<file path="config.mk">
export PLATFORM = sky130hd
export DESIGN_NAME = pipe_skid_stage
export DESIGN_NICKNAME = d
export VERILOG_FILES = /design/src/rtl/pipe_pkg.sv /design/src/rtl/pipe_entry_reg.sv /design/src/rtl/pipe_skid_stage.sv
export SDC_FILE = /design/constraint.sdc
export NUM_CORES = 1
export LEC_CHECK = 0
export BUFFER_PORTS_ARGS = -buffer_cell sky130_fd_sc_hd__buf_2
export CAP_MARGIN = 15
export CORE_ASPECT_RATIO = 0.7
export CORE_MARGIN = 2
export CORE_UTILIZATION = 40
export CTS_BUF_LIST = sky130_fd_sc_hd__clkbuf_4
export CTS_CLUSTER_SIZE = 14
export DETAILED_ROUTE_END_ITERATION = 6
export GPL_ROUTABILITY_DRIVEN = 0
export SYNTH_ARGS = -nofsm -noshare
export SYNTH_HDL_FRONTEND = slang
export SYNTH_HIERARCHICAL = 1
export SYNTH_SLANG_ARGS = --single-unit
</file>
<file path="constraint.sdc">
create_clock -name clock -period 2.2 [get_ports clock]
set_input_delay 0.22 -clock clock [delete_from_list [all_inputs] [get_ports clock]]
set_output_delay 0.22 -clock clock [all_outputs]
set_load 0.1 [all_outputs]
</file>
<file path="src/rtl/pipe_pkg.sv">
// Shared types and constants for the pipe_skid_stage pipeline register.
package pipe_pkg;

   localparam int unsigned PC_W_DEF    = 32;
   localparam int unsigned INSTR_W_DEF = 32;

   // addi $t0,$zero,0 : bubble presented whenever the stage holds no beat
   localparam logic [31:0] NOP_INSTR = 32'h20080000;

   typedef enum logic [1:0] {
      ST_EMPTY = 2'd0,
      ST_ONE   = 2'd1,
      ST_TWO   = 2'd2
   } state_e;

   typedef struct packed {
      logic [PC_W_DEF-1:0]    pc;
      logic [INSTR_W_DEF-1:0] instr;
   } payload_t;

endpackage

</file>
<file path="src/rtl/pipe_entry_reg.sv">
// One storage entry of the skid stage: valid bit plus payload, with load and clear.
module pipe_entry_reg #(
   parameter int unsigned W = 64
) (
   input  logic         clock,
   input  logic         reset,
   input  logic         load_i,
   input  logic         clear_i,
   input  logic [W-1:0] data_i,
   output logic         valid_o,
   output logic [W-1:0] data_o
);

   logic         valid_q;
   logic [W-1:0] data_q;

   // Clear only drops the valid bit; payload changes only when loaded.
   always_ff @(posedge clock) begin
      if (reset) begin
         valid_q <= 1'b0;
         data_q  <= '0;
      end else begin
         if (clear_i) begin
            valid_q <= 1'b0;
         end else if (load_i) begin
            valid_q <= 1'b1;
         end
         if (load_i) begin
            data_q <= data_i;
         end
      end
   end

   assign valid_o = valid_q;
   assign data_o  = data_q;

endmodule

</file>
<file path="src/rtl/pipe_skid_stage.sv">
// Pipeline stage register with valid/ready handshake and a 2-entry skid buffer.
// Optional PIPE_STAGE_STATS_EN adds stall_cycles / flush_count counters.
module pipe_skid_stage
   import pipe_pkg::*;
#(
   parameter int unsigned        PC_W    = 32,
   parameter int unsigned        INSTR_W = 32,
   parameter logic [INSTR_W-1:0] NOP     = INSTR_W'(NOP_INSTR)
) (
   input  logic               clock,
   input  logic               reset,
`ifdef PIPE_STAGE_STATS_EN
   output logic [31:0]        stall_cycles,
   output logic [15:0]        flush_count,
`endif
   input  logic               in_valid,
   output logic               in_ready,
   input  logic [PC_W-1:0]    in_pc,
   input  logic [INSTR_W-1:0] in_instr,
   input  logic               stall,
   input  logic               flush,
   output logic               out_valid,
   input  logic               out_ready,
   output logic [PC_W-1:0]    out_pc,
   output logic [INSTR_W-1:0] out_instr
);

   localparam int unsigned ENT_W = PC_W + INSTR_W;

   state_e             state_q, state_d;
   logic               in_ready_q;
   logic               accept, leave;
   logic               m_load, m_clr, m_from_s, s_load, s_clr;
   logic               m_valid, s_valid;
   logic [ENT_W-1:0]   m_data, s_data, m_din, in_data;

   assign in_data = {in_pc, in_instr};
   assign m_din   = m_from_s ? s_data : in_data;
   assign accept  = in_valid & in_ready_q;
   assign leave   = m_valid & out_ready & ~stall;

   always_ff @(posedge clock) begin
      if (reset) begin
         state_q    <= ST_EMPTY;
         in_ready_q <= 1'b1;
      end else begin
         state_q    <= state_d;
         in_ready_q <= (state_d != ST_TWO);
      end
   end

   // Next state and entry load/clear strobes; flush overrides everything.
   always_comb begin
      state_d  = state_q;
      m_load   = 1'b0;
      m_clr    = 1'b0;
      m_from_s = 1'b0;
      s_load   = 1'b0;
      s_clr    = 1'b0;
      if (flush) begin
         state_d = ST_EMPTY;
         m_clr   = 1'b1;
         s_clr   = 1'b1;
      end else begin
         case (state_q)
            ST_EMPTY: begin
               if (accept) begin
                  state_d = ST_ONE;
                  m_load  = 1'b1;
               end
            end
            ST_ONE: begin
               if (accept && leave) begin
                  m_load = 1'b1;
               end else if (accept) begin
                  state_d = ST_TWO;
                  s_load  = 1'b1;
               end else if (leave) begin
                  state_d = ST_EMPTY;
                  m_clr   = 1'b1;
               end
            end
            ST_TWO: begin
               if (leave) begin
                  state_d  = ST_ONE;
                  m_load   = 1'b1;
                  m_from_s = 1'b1;
                  s_clr    = 1'b1;
               end
            end
            default: begin
               state_d = ST_EMPTY;
               m_clr   = 1'b1;
               s_clr   = 1'b1;
            end
         endcase
      end
   end

   pipe_entry_reg #(.W(ENT_W)) u_main (
      .clock   (clock),
      .reset   (reset),
      .load_i  (m_load),
      .clear_i (m_clr),
      .data_i  (m_din),
      .valid_o (m_valid),
      .data_o  (m_data)
   );

   pipe_entry_reg #(.W(ENT_W)) u_skid (
      .clock   (clock),
      .reset   (reset),
      .load_i  (s_load),
      .clear_i (s_clr),
      .data_i  (in_data),
      .valid_o (s_valid),
      .data_o  (s_data)
   );

   assign in_ready  = in_ready_q;
   assign out_valid = m_valid;
   assign out_pc    = m_data[ENT_W-1 -: PC_W];
   assign out_instr = m_valid ? m_data[INSTR_W-1:0] : NOP;

`ifdef PIPE_STAGE_STATS_EN
   logic [31:0] stall_cycles_q;
   logic [15:0] flush_count_q;

   // Free-running event counters, wrapping at full scale.
   always_ff @(posedge clock) begin
      if (reset) begin
         stall_cycles_q <= '0;
         flush_count_q  <= '0;
      end else begin
         if (m_valid && stall) begin
            stall_cycles_q <= stall_cycles_q + 32'd1;
         end
         if (flush) begin
            flush_count_q <= flush_count_q + 16'd1;
         end
      end
   end

   assign stall_cycles = stall_cycles_q;
   assign flush_count  = flush_count_q;
`endif

endmodule

</file>
==> flow_summary.yaml <==
status:
  status: "complete, no violations"
cells_and_area:
  syn2layout_area_growth_pct: 29.9
  nFillCells: 1268
  drive_gt1_share_pct: 32.7
  nets: 804
  layout_commonest_cell: "buf_2"
  num_antenna_cells: 0
  layout_common_cells: "buf_2 (134), dfxtp_1 (130), nor2_1 (129), mux2i_1 (128), dlygate4sd3_1 (65)"
power_and_ir_drop:
  ir_drop_mv: 0.306
  combPwrFrac_pct: 16.1
  clkPwrFrac_pct: 32.8
  p_sw_share_pct: 29.8
  internal_power_mw: 3.45
  power.density_nw_per_um2: 656
  p_switching_mw: 1.46
  leakage_nw: 3.11
  power_mw: 4.91
  pwr-share-seq_pct: 51.0
die:
  core_area_sq_um: 14000
  io_pins: 136
  dieArea_sq_um: 15400
  rows: 36
  dieWidth_um: 147
  die_h_um: 104
  initial_core_util_pct: 41.2
clocking:
  clkTransAtPathRegs_ns: 0.12
  cts.sinks: 132
  cts_resized: 0
  clk_latency_ns: 0.49
  cts_tree: "yes"
  clockBufferDepth: 2
  numCtsBuffers: 17
  htreeDepth: 4
  cts-root-buf: "clkbuf_4"
route:
  drc_errors: 0
  wl_um: 12900
  postRouteAntennaNets: 0
  dr_wl_met2_um: 5930
  drt_iter0_drc: 182
  top_layer_used: "met4"
  vias: 4422
  wl_per_cell_um: 13.8
  avgViaCountPerCell: 4.72
  drt-met1-wl_um: 6240
  drtPass1Iterations: 4
  wl_met3_um: 644
sta:
  hold_viol_final: 0
  worst_slew_pin_slew_ns: 0.707
  max_freq_ghz: 0.494
  fin_tns_setup_ns: 0
  clock_skew_ns: 0.0207
  slew_violations: 0
  layout_min_cycle_time_ns: 2.02
  setup-violations-final: 0
  rsz0062_at_grt: "false"
  period_share_pct: 91.9
  maxSlewHeadroom_pct: 52.9
run:
  cap_violations: 0
global_route:
  grt_max_degree: 68
  grt_usage_pct: 16.9
  gr-total-overflow: 0
  grt_pass1_vias: 4417
  grt_pass1_wl_um: 21100
  antenna_found_initial: 0
synth:
  mappedNetlistArea_sq_um: 5770
  syn_inst: 544
  syn_nets: 614
  syn_avg_cell_area_sq_um: 10.6
  synth_warnings: 6
critical_path:
  crit_type: "reg -> out"
  cp-end-kind: "output port"
  crit_fanout: 34
  critical_path_arrival_ns: 1.80
  cp.required_ns: 1.98
  startpoint_type: "flop"
worst_hold_path:
  min_path_type: "in -> reg"
place:
  io_buffers: 135
  dp_hpwl_um: 7910
final timing paths:
kind,from,end,slack (ns),cells past startpoint
worst min register to register,u_main/data_o[25]$_SDFFE_PP0P_,u_main/data_o[25]$_SDFFE_PP0P_,0.50,2
worst max-delay path,u_main/valid_o$_SDFFE_PP0P_,out_instr[11],0.18,3
worst min-delay path,in_valid,state_q[0]$_SDFF_PP0_,0.20,4
worst max register to register,state_q[1]$_SDFF_PP0_,u_skid/data_o[24]$_SDFFE_PP0P_,0.30,6
metal layers:
metal | global-route usage [%] | vias to the layer above
met1 | 21.9 | 2073
met2 | 27.8 | 121
li1 | - | 2222
met4 | 4.95 | 0
met3 | 4.21 | 6
met5 | 0 | -
layout make-up:
cell class                      count  area, sq um  area share, %
Clock buffer                       17          128           1.70
Clock inverter                     15          155           2.07
Inverter                            1         3.75         0.0501
Multi-Input combinational cell    372         2830           37.8
Sequential cell                   132         2650           35.3
Tap cell                          190          238           3.17
Timing Repair Buffer              210         1490           19.9
flip-flops by register name (all words and copies together) (netlist names):
signal	flops
in_ready	1
u_skid/data_o	64
state_q	2
u_main/data_o	64
u_main/valid_o	1
worst max-delay path, cell delays in order, from the launching register on:
cell and delay (ns):
dfxtp_2 0.34, buf_4 0.30, and2_1 0.22, buf_2 0.44
power by group through the flow:
| stage | registers (mW) | clock network [mW] | logic [mW] |
|---|---|---|---|
| after CTS | 2.51 | 1.69 | 0.796 |
| after detailed placement | 2.56 | 0 | 0.705 |
| after floorplan | 2.77 | 0 | 0.319 |
| after global routing | 2.52 | 1.79 | 0.845 |
| after global placement | 2.56 | 0 | 0.691 |
| final | 2.51 | 1.61 | 0.793 |
timing repair:
item | CTS | global route
buffers inserted | 0 | 0
endpoints found under the hold margin | 67 | 0
hold buffers | 65 | 0
per-stage QoR:
step | cell area, sq um | setup WS [ns] | hold WS [ns] | std cells | util (%)
finish | 7490 | 0.178 | 0.198 | 937 | 53.5
global route | 7490 | 0.0361 | 0.153 | 937 | 53.5
CTS | 7490 | 0.0964 | 0.135 | 937 | 53.5
detailed placement | 6560 | 0.339 | 0.477 | 840 | 46.8
floorplan | 5770 | 0.181 | 0.292 | 544 | -
global placement | 6560 | 0.372 | 0.465 | 840 | 46.8
Power figures use the tool's default switching activity.
